[src/rtl/cpu_ctrl_pkg.sv]
// Shared types and default parameters for the CPU clock controller.
package cpu_ctrl_pkg;
  typedef enum logic [1:0] {MANUAL = 2'd0, AUTO = 2'd1, HALTED = 2'd2} clk_state_t;

  localparam int DEF_SYNC_STAGES     = 2;
  localparam int DEF_DEBOUNCE_CYCLES = 16;
  localparam int DEF_AUTO_DIV        = 4;
endpackage

[src/rtl/input_debounce.sv]
// Synchronizer chain plus stable-count debouncer for one asynchronous pad input.
module input_debounce import cpu_ctrl_pkg::*; #(
  parameter int SYNC_STAGES     = DEF_SYNC_STAGES,
  parameter int DEBOUNCE_CYCLES = DEF_DEBOUNCE_CYCLES,
  parameter bit RESET_VAL       = 1'b0
) (
  input  logic clk,
  input  logic rst_n,
  input  logic raw,
  output logic clean
);
  localparam int CW = $clog2(DEBOUNCE_CYCLES);
  localparam logic [CW-1:0] CNT_LAST = CW'(DEBOUNCE_CYCLES - 1);

  logic [SYNC_STAGES-1:0] sync_pipe;
  logic [CW-1:0]          cnt;
  logic                   sync_out;

  assign sync_out = sync_pipe[SYNC_STAGES-1];

  always_ff @(posedge clk or negedge rst_n) begin
    if (!rst_n) sync_pipe <= {SYNC_STAGES{RESET_VAL}};
    else        sync_pipe <= {sync_pipe[SYNC_STAGES-2:0], raw};
  end

  // Any cycle of agreement restarts the count, so short glitches never land.
  always_ff @(posedge clk or negedge rst_n) begin
    if (!rst_n) begin
      cnt   <= '0;
      clean <= RESET_VAL;
    end else if (sync_out == clean) begin
      cnt <= '0;
    end else if (cnt == CNT_LAST) begin
      cnt   <= '0;
      clean <= sync_out;
    end else begin
      cnt <= cnt + 1'b1;
    end
  end
endmodule

[src/rtl/cpu_clock_ctrl.sv]
// Operator-input conditioner producing the single-cycle CPU clock enable
// in manual (per press) or auto (divided) mode, with a sticky halt.
module cpu_clock_ctrl import cpu_ctrl_pkg::*; #(
  parameter int SYNC_STAGES     = DEF_SYNC_STAGES,
  parameter int DEBOUNCE_CYCLES = DEF_DEBOUNCE_CYCLES,
  parameter int AUTO_DIV        = DEF_AUTO_DIV
) (
  input  logic clk,
  input  logic rst_n,
  input  logic step_btn_n,
  input  logic mode_sw,
  input  logic halt,
  output logic cpu_clk_en,
  output logic auto_mode,
  output logic halted,
  output logic step_led
);
  localparam int DW = $clog2(AUTO_DIV);
  localparam logic [DW-1:0] DIV_LAST = DW'(AUTO_DIV - 1);

  clk_state_t    state;
  logic [DW-1:0] div;
  logic          step_clean, mode_clean;
  logic          step_prev, mode_prev;
  logic          press, mode_rise, mode_fall;

  input_debounce #(
    .SYNC_STAGES(SYNC_STAGES), .DEBOUNCE_CYCLES(DEBOUNCE_CYCLES), .RESET_VAL(1'b1)
  ) u_step_db (
    .clk(clk), .rst_n(rst_n), .raw(step_btn_n), .clean(step_clean)
  );

  input_debounce #(
    .SYNC_STAGES(SYNC_STAGES), .DEBOUNCE_CYCLES(DEBOUNCE_CYCLES), .RESET_VAL(1'b0)
  ) u_mode_db (
    .clk(clk), .rst_n(rst_n), .raw(mode_sw), .clean(mode_clean)
  );

  assign press     = step_prev & ~step_clean;
  assign mode_rise = mode_clean & ~mode_prev;
  assign mode_fall = ~mode_clean & mode_prev;

  assign auto_mode = mode_clean;
  assign step_led  = ~step_clean;
  assign halted    = (state == HALTED);

  always_ff @(posedge clk or negedge rst_n) begin
    if (!rst_n) begin
      step_prev <= 1'b1;
      mode_prev <= 1'b0;
    end else begin
      step_prev <= step_clean;
      mode_prev <= mode_clean;
    end
  end

  // Enable is registered: it fires the cycle after a press or a divider wrap.
  always_ff @(posedge clk or negedge rst_n) begin
    if (!rst_n) begin
      state      <= MANUAL;
      div        <= '0;
      cpu_clk_en <= 1'b0;
    end else begin
      cpu_clk_en <= 1'b0;
      if (halt) begin
        state <= HALTED;
      end else begin
        case (state)
          MANUAL: begin
            if (mode_rise) begin
              state <= AUTO;
              div   <= '0;
            end else begin
              cpu_clk_en <= press;
            end
          end
          AUTO: begin
            if (mode_fall) begin
              state <= MANUAL;
              div   <= '0;
            end else begin
              div        <= (div == DIV_LAST) ? '0 : div + 1'b1;
              cpu_clk_en <= (div == DIV_LAST);
            end
          end
          default: state <= HALTED;
        endcase
      end
    end
  end
endmodule

[config.mk]
export PLATFORM = sky130hd
export DESIGN_NAME = cpu_clock_ctrl
export DESIGN_NICKNAME = d
export VERILOG_FILES = /design/src/rtl/cpu_ctrl_pkg.sv /design/src/rtl/input_debounce.sv /design/src/rtl/cpu_clock_ctrl.sv
export SDC_FILE = /design/constraint.sdc
export NUM_CORES = 1
export LEC_CHECK = 0
export CELL_PAD_IN_SITES_DETAIL_PLACEMENT = 1
export CELL_PAD_IN_SITES_GLOBAL_PLACEMENT = 2
export CORE_UTILIZATION = 39
export CTS_CLUSTER_SIZE = 20
export DETAILED_ROUTE_END_ITERATION = 16
export HOLD_SLACK_MARGIN = 0.1
export PLACE_DENSITY = 0.84
export REMOVE_ABC_BUFFERS = 1
export SYNTH_ARGS = -nofsm -noshare
export SYNTH_HDL_FRONTEND = slang
export SYNTH_SLANG_ARGS = --single-unit
[constraint.sdc]
create_clock -name clk -period 3.7 [get_ports clk]
set_input_delay 0.555 -clock clk [delete_from_list [all_inputs] [get_ports clk]]
set_output_delay 0.555 -clock clk [all_outputs]
set_load 0.01 [all_outputs]
# After elaboration in Yosys (flattened, before gate mapping)
# Index checks and enable logic that the tools add are counted.
[totals] regBits=21 input_bits=5 output_inout_bits=4 elab_cells=55
[classes] addsub=3 n_eq_ne=10 mux=16 n_bitwise=9 n_reduce_logical=6
[ops] cell="$mux 4" count=4
[ops] cell="$mux 2" count=6
[ops] cell="$add 4x1->4 const B" count=2
[ops] cell="$eq 4x4->1 const B" count=2
[ops] cell="$pmux 2 s2" count=2
[ops] cell="$ne 3x3->1 const B" count=2
[ops] cell="$not 1->1" count=6
[ops] cell="$reduce_and 2->1" count=3
[ops] cell="$eq 2x2->1 const B" count=2
[ops] cell="$and 1x1->1" count=3
[ops] cell="$mux 1" count=3
[ops] cell="$reduce_and 3->1" count=1
[ops] cell="$add 2x1->2 const B" count=1
[ops] cell="$eq 1x1->1" count=2
[ops] cell="$eq 2x1->1 const B" count=1
[ops] cell="$logic_not 2->1" count=1
[ops] cell="$ne 2x2->1 const B" count=1
[ops] cell="$pmux 1 s2" count=1
[ops] cell="$reduce_bool 2->1" count=1

# Longest topological paths before layout
# Gate-level depths: netlist (run 1).
[depth] depth_word=5 depth_mapped=4 depth_no_buf=4

# By module
# Synthesis (run 1) repeated with hierarchy kept, for this count alone.
[hier_totals] hier_cells=63 hier_area_um2=878.3
[by_module_without_submodules] module="cpu_clock_ctrl" instances=1 cells_each=27 area_per_inst_um2=334.1 seq_area_each_um2=176.4
[by_module_without_submodules] module="input_debounce (u_step_db)" instances=1 cells_each=18 area_per_inst_um2=274.0 seq_area_each_um2=178.9
[by_module_without_submodules] module="input_debounce (u_mode_db)" instances=1 cells_each=18 area_per_inst_um2=270.3 seq_area_each_um2=175.2

# Least setup slack after synthesis (run 1)
# Ideal clock, no wire load.
[synth_path] path_kind="input -> register" start="input port halt" end="register div[0]" setup_time_ns=0.125 arrival_time_ns=1.245 t_required_ns=3.575 setup_slack_ns=2.330 cell_stages=3 path_buffers=0 cell_sequence="or2_4 > a21oi_4 > mux2_4"
[synth_via] elab_chain_len=2
[synth_lines] element="start, declared" line_no="cpu_clock_ctrl.sv:12" rtl="input logic halt,"
[synth_lines] element="$not 1->1 (no line)"
[synth_lines] element="$reduce_and 3->1 (no line)"
[synth_lines] element="end signal, assigned" line_no="cpu_clock_ctrl.sv:82" rtl="div <= (div == DIV_LAST) ? '0 : div + 1'b1;"
[synth_lines] element="end, declared" line_no="cpu_clock_ctrl.sv:22" rtl="logic [DW-1:0] div;"
# No other way between the ends.
# A chain may end at the register's enable or synchronous reset.

# Worst setup path in the final report (run 1)
[layout_path] start="register u_step_db.clean" end="output port step_led"
[layout_via] elab_chain_len=1
[layout_lines] element="start, declared" line_no="input_debounce.sv:10" rtl="output logic clean"
[layout_lines] element="start signal, assigned" line_no="input_debounce.sv:35" rtl="clean <= sync_out;"
[layout_lines] element="$not 1->1" line_no="cpu_clock_ctrl.sv:44" rtl="assign step_led = ~step_clean;"
[layout_lines] element="end, declared" line_no="cpu_clock_ctrl.sv:16" rtl="output logic step_led"
# No other way between the ends.

==> results of run 1 <==
==> cells in the final DEF, fill, tap and decap left out, types with 2 or more instances in the layout <==
cell type,count
nand2b_1,2
clkdlybuf4s50_1,8
dfstp_2,4
inv_1,4
mux2_1,2
and3_1,2
ha_1,3
xnor2_1,4
dfrtp_1,17
nand4b_1,2
o21ai_0,2
a21oi_1,6
nor2_1,4
mux2_4,2
nand3_1,3
nor2b_1,4
clkbuf_4,3
a311oi_1,2
==> layer usage <==
metal / vias to the layer above / part of all wire (%) / track usage, %
li1: 256 / - / -
met1: 266 / 47 / 15.9
met2: 9 / 48 / 24.5
met3: 2 / 3.6 / 3.74
met4: 0 / 1.1 / 5.88
met5: - / 0 / 0
==> cell families after synthesis <==
| kind of cell | Yosys count | synth area share, % |
|---|---|---|
| AND/OR/NAND/NOR | 20 | 13.5 |
| AO/OA/AOI/OAI | 11 | 8.58 |
| multiplexers | 4 | 6.10 |
| adder cells (fa/ha/maj) | 3 | 4.36 |
| flip-flops | 21 | 61.6 |
| buffers and inverters | 4 | 1.74 |
| XOR/XNOR | 4 | 4.07 |
==> power by group through the flow <==
stage / combinational, mW / sequential [mW] / clock (mW)
2_1_floorplan: 0.0113 / 0.248 / 0
3_3_place_gp: 0.0216 / 0.249 / 0
3_5_place_dp: 0.0224 / 0.250 / 0
4_1_cts: 0.0227 / 0.245 / 0.109
5_1_grt: 0.0253 / 0.247 / 0.118
6_report: 0.0219 / 0.245 / 0.104
==> critical path, cell delays in order, from the launching register on <==
cell             delay (ns)
dfstp_2                0.59
inv_1                  0.05
clkdlybuf4s50_1        0.47
==> stage by stage <==
stage | hold WS, ns | worst slack, ns | util (%) | std cells
floorplan | 0.259 | 2.33 | - | 67
global placement | 0.332 | 1.89 | 48.2 | 102
detailed placement | 0.351 | 1.88 | 48.2 | 102
CTS | 0.367 | 1.73 | 49.5 | 106
global route | 0.369 | 1.66 | 49.5 | 106
finish | 0.366 | 1.75 | 49.5 | 106
==> state kept, by name (all words and copies together), names as in the netlist <==
register,cells
cpu_clk_en,1
div,2
mode_prev,1
state,2
step_prev,1
u_mode_db.clean,1
u_mode_db.cnt,4
u_mode_db.sync_pipe,2
u_step_db.clean,1
u_step_db.cnt,4
u_step_db.sync_pipe,2
==> layout make-up <==
cell class / instances / area (sq um) / share of cell area (%)
Sequential cell: 21 / 531 / 53.0
Inverter: 4 / 15.0 / 1.50
Clock buffer: 4 / 26.3 / 2.63
Timing Repair Buffer: 8 / 80.1 / 8.00
Multi-Input combinational cell: 42 / 315 / 31.5
Tap cell: 27 / 33.8 / 3.38
==> worst min path at each step <==
stage,startpoint,end,slack [ns],cells past startpoint
final,u_step_db.sync_pipe[0],u_step_db.sync_pipe[1],0.37,0
after global routing,u_step_db.sync_pipe[0],u_step_db.sync_pipe[1],0.37,0
after CTS,u_step_db.sync_pipe[0],u_step_db.sync_pipe[1],0.37,0
after detailed placement,u_step_db.sync_pipe[0],u_step_db.sync_pipe[1],0.35,0
after global placement,u_mode_db.sync_pipe[0],u_mode_db.sync_pipe[1],0.33,0
after floorplan,rst_n,cpu_clk_en,0.26,0
==> metrics.yaml, run 1 <==
detailed_routing:
  ant_nets: 0
  num_vias: 533
  drt_drc_violations_left: 0
  drt_wl_total_um: 1400
  first_pass_iters: 4
  first_iter_violations: 13
  wire_per_inst_um: 13.2
  vias_per_cell: 5.03
power:
  power.share.sequential_pct: 66.1
  pwr_density_cell_nw_per_um2: 370
  comb_power_share_pct: 5.9
  p_leak_nw: 0.414
  swShare_pct: 21.5
  p_int_uw: 291
  max-vdd-ir-drop_uv: 242
  switchingPower_uw: 79.5
  clock_power_share_pct: 27.9
  finalPower_uw: 371
grt:
  grt_start_max_net_pins: 22
  grt_pass1_wl_um: 2500
  antenna_found_initial: 0
  grt_usage_pct: 14.0
  grt_pass1_vias: 576
  grt.overflow.total: 0
critical_path:
  critPathArrivalTime_ns: 1.40
  critPathLaunch: "u_step_db.clean"
  critPathMaxFanout: 5
  crit_end: "step_led"
  ff2ff_setup_slack_ns: 2.44
  crit_type: "reg -> out"
  r2r-end: "div[0]"
  start_kind: "flop"
  cp-end-kind: "primary output"
  worstReg2RegStart: "state[1]"
  cp.required_ns: 3.14
  r2r_cells: 3
timing:
  hold_violations: 0
  rsz0062_at_grt: "false"
  timing.setup.tns_ns: 0
  tightest_slew_ns: 0.894
  max_freq_mhz: 512
  skew_ns: 0.00443
  fin_crit_ns: 1.95
  finalCritPeriodShare_pct: 52.8
  setup_viol: 0
  slew_headroom_pct: 40.2
  slew_violations: 0
logic_synthesis:
  synth_edf_count: 0
  syn_inst: 67
  ys_seq_elements: 21
  synth_top_area_cell: "dfrtp_1"
  yosysWarnings: 0
  synthArstFlopShare_pct: 100
  synth_ff_type: "dfrtp_1"
  synth_common_cells: "dfrtp_1 (17), a21oi_1 (6)"
  synth_most_common_cell: "dfrtp_1"
  syn_area_sq_um: 861
  syn_area_per_cell_sq_um: 12.8
  synth_top_area_share_pct: 49.4
  synth_area_leaders: "dfrtp_1 (49%), dfstp_2 (12%), ha_1 (4.4%)"
  ys_seq_area_share_pct: 61.6
  ys_types: 20
floorplan:
  die_h_um: 49.0
  core-area_sq_um: 2020
  start_util_pct: 42.6
  die-area_sq_um: 2400
  core.rowCount: 16
  ioPinCount: 9
  die_x_um: 49.0
cts:
  cts_buffer_depth: 2
  cts_tree: "built"
  h-tree-depth: 1
  cts_setup_buffers: 0
  post_cts_resize_count: 0
  clock_sinks: 21
  cts_buffers: 3
  clkTransAtPathRegs_ns: 0.10
  cts-root-buf: "clkbuf_4"
  ctsHoldBuffers: 0
  insertion_delay_ns: 0.29
placement:
  place_congestion: 0.755
  placed_area_sq_um: 975
  io_buffers: 8
  dp_hpwl_um: 1070
layout:
  final_area_sq_um: 1000
  diodes: 0
  area_delta_synth_final_pct: 16.3
  nets: 88
  n_fill_cell: 222
  drive_above_1_share_pct: 13.9
min_path:
  hp-class: "reg -> reg"
flow_run:
  cap_violations: 0
status:
  status: "finished, final reports clean"
No activity file was read; power rests on OpenSTA's default activity.
==> run 2, diff against run 1 <==
- CORE_UTILIZATION: 39 -> 33
- PLACE_DENSITY: 0.84 -> 0.76
- clock period: 3.7 -> 1.7 ns (I/O delays scaled with it)
==> run 2 against run 1 <==
Net effect:
- sequential share of layout area decreased by 1.7 points
- register-to-register slack worse by 2.0 ns
- worst hold slack got worse by 0.090 ns
- setup slack got worse by 1.7 ns
- utilization is 7.7 points lower
- sequential power up 120%
- combinational power grew 120%
- final cell count increased by 6.6%
- clock skew fell by 0.0015 ns
- critical path type unchanged
- largest cell class unchanged
==> metrics.yaml, run 2 (same netlist as run 1, synthesis figures left out) <==
detailed_routing:
  ant_nets: 0  # unchanged
  drt_wl_total_um: 1400  # -0.36%
  first_pass_iters: 1  # -3
  drt_drc_violations_left: 0  # unchanged
  first_iter_violations: 0  # -13
  num_vias: 542  # +1.7%
  vias_per_cell: 4.80  # -4.6%
  wire_per_inst_um: 12.4  # -6.5%
cts:
  clock_sinks: 21  # unchanged
  clkTransAtPathRegs_ns: 0.11  # about the same
  cts_buffers: 3  # unchanged
  cts_buffer_depth: 2  # unchanged
  h-tree-depth: 1  # unchanged
  cts_tree: "built"
  post_cts_resize_count: 0  # unchanged
  cts_setup_buffers: 0  # unchanged
  insertion_delay_ns: 0.31  # +0.02 ns
  ctsHoldBuffers: 0  # unchanged
  cts-root-buf: "clkbuf_4"
timing:
  slew_headroom_pct: 75.9  # +36 points
  slew_violations: 0  # unchanged
  finalCritPeriodShare_pct: 96.0
  tightest_slew_ns: 0.360  # -0.534 ns
  fin_crit_ns: 1.63
  setup_viol: 0  # unchanged
  hold_violations: 0  # unchanged
  max_freq_mhz: 613
  skew_ns: 0.00297  # -0.00146 ns
status:
  status: "finished, final reports clean"
layout:
  fin_util_pct: 41.8  # -7.7 points
  nets: 92  # +4.5%
  reg_top3: "u_mode_db.cnt x4, u_step_db.cnt x4"
  diodes: 0  # unchanged
  final_cell_mix: "dfrtp_1 (17), clkdlybuf4s50_1 (8), a21oi_1 (6)"
  final_cell_count_no_fill: 113  # +6.6%
  area_delta_synth_final_pct: 20.2
  layout_commonest_cell: "dfrtp_1"
  drive_above_1_share_pct: 18.1  # +4.1 points
critical_path:
  critPathLaunch: "state[0]"
  crit_type: "reg -> out"
  r2r-end: "div[0]"
  cp.required_ns: 1.44  # -1.70 ns
  crit_end: "halted"
  r2r_cells: 3  # unchanged
  worstReg2RegStart: "u_mode_db.clean"
  critPathArrivalTime_ns: 1.38  # -0.02 ns
  start_kind: "flop"
  cp-end-kind: "primary output"
  critPathMaxFanout: 4  # -1
  ff2ff_setup_slack_ns: 0.43  # -2.01 ns
placement:
  place_inst: 106  # +3.9%
  dp_hpwl_um: 981  # -8.1%
  place_congestion: 0.710  # -6.0%
  io_buffers: 8  # unchanged
power:
  pwr_density_cell_nw_per_um2: 796  # +110%
  p_leak_nw: 0.432  # +4.5%
  max-vdd-ir-drop_uv: 430  # +78%
grt:
  antenna_found_initial: 0  # unchanged
  grt.overflow.total: 0  # unchanged
  grt_start_max_net_pins: 22  # unchanged
  grt_pass1_wl_um: 2340  # -6.3%
  grt_pass1_vias: 529  # -8.2%
  grt_usage_pct: 12.4  # -1.6 points
flow_run:
  cap_violations: 0  # unchanged
floorplan:
  die-area_sq_um: 2820  # +17%
  start_util_pct: 34.7  # -7.8 points
  core-area_sq_um: 2480  # +23%
  ioPinCount: 9  # unchanged
  die_h_um: 53.1  # +8.4%
  core.rowCount: 18  # +2
  die_x_um: 53.1  # +8.4%
min_path:
  hp-class: "in -> async"
==> run 2: changes by cell type in the layout (fill, tap and decap cells not counted), sizes merged <==
| cell | delta |
|---|---|
| buf | +4 |
==> run 2: through the flow <==
step	total power [mW]	hold WS (ns)	setup WS, ns	instance area [sq um]	TNS (ns)
finish	0.824	0.275	0.0686	1030	0
global route	0.871	0.273	-0.0174	1030	-0.0174
CTS	0.834	0.286	0.0231	1010	0
detailed placement	0.593	0.344	0.181	986	0
global placement	0.591	0.333	0.197	986	0
floorplan	0.564	-0.0406	0.505	861	0
==> run 2: area by class of cell <==
class / count / area, sq um
timing repair buffer: 12 / 110
multi-input combinational: 42 / 315
fill: 277 / 1440
clock buffer: 4 / 26.3
inverter: 4 / 15.0
sequential: 21 / 531
tap: 30 / 37.5
==> run 2: how the worst min path moves through the flow <==
stage | startpoint | to | slack, ns | cells past startpoint
finish | rst_n | state[0] | 0.28 | 2
global route | rst_n | div[1] | 0.27 | 2
global placement | u_mode_db.sync_pipe[0] | u_mode_db.sync_pipe[1] | 0.33 | 0
CTS | rst_n | div[1] | 0.29 | 2
detailed placement | u_mode_db.sync_pipe[0] | u_mode_db.sync_pipe[1] | 0.34 | 0
floorplan | rst_n | cpu_clk_en | -0.04 | 0
==> run 2: power by group <==
part           internal [mW]  switching (mW)  leakage, nW  total [mW]
Sequential             0.518          0.0150        0.264       0.533
Clock                 0.0916           0.150       0.0150       0.242
Combinational         0.0252          0.0234        0.153      0.0485
==> run 2: layer usage <==
layer	global-route usage, %	vias to the layer above	wire [um]
li1	-	263	-
met1	15.3	265	659
met2	18.1	9	639
met3	3.45	5	48
met4	9.21	0	51
met5	0	-	0
==> run 2: critical path, stage by stage (launching register included) <==
cell	delay [ns]
dfrtp_1	0.42
nor2b_1	0.11
clkdlybuf4s50_1	0.53
==> run 3, diff against run 2 <==
- SLEW_MARGIN: unset -> 20
==> results of run 3 <==
The final DEF is identical to that of run 2; final timing and power are the same.
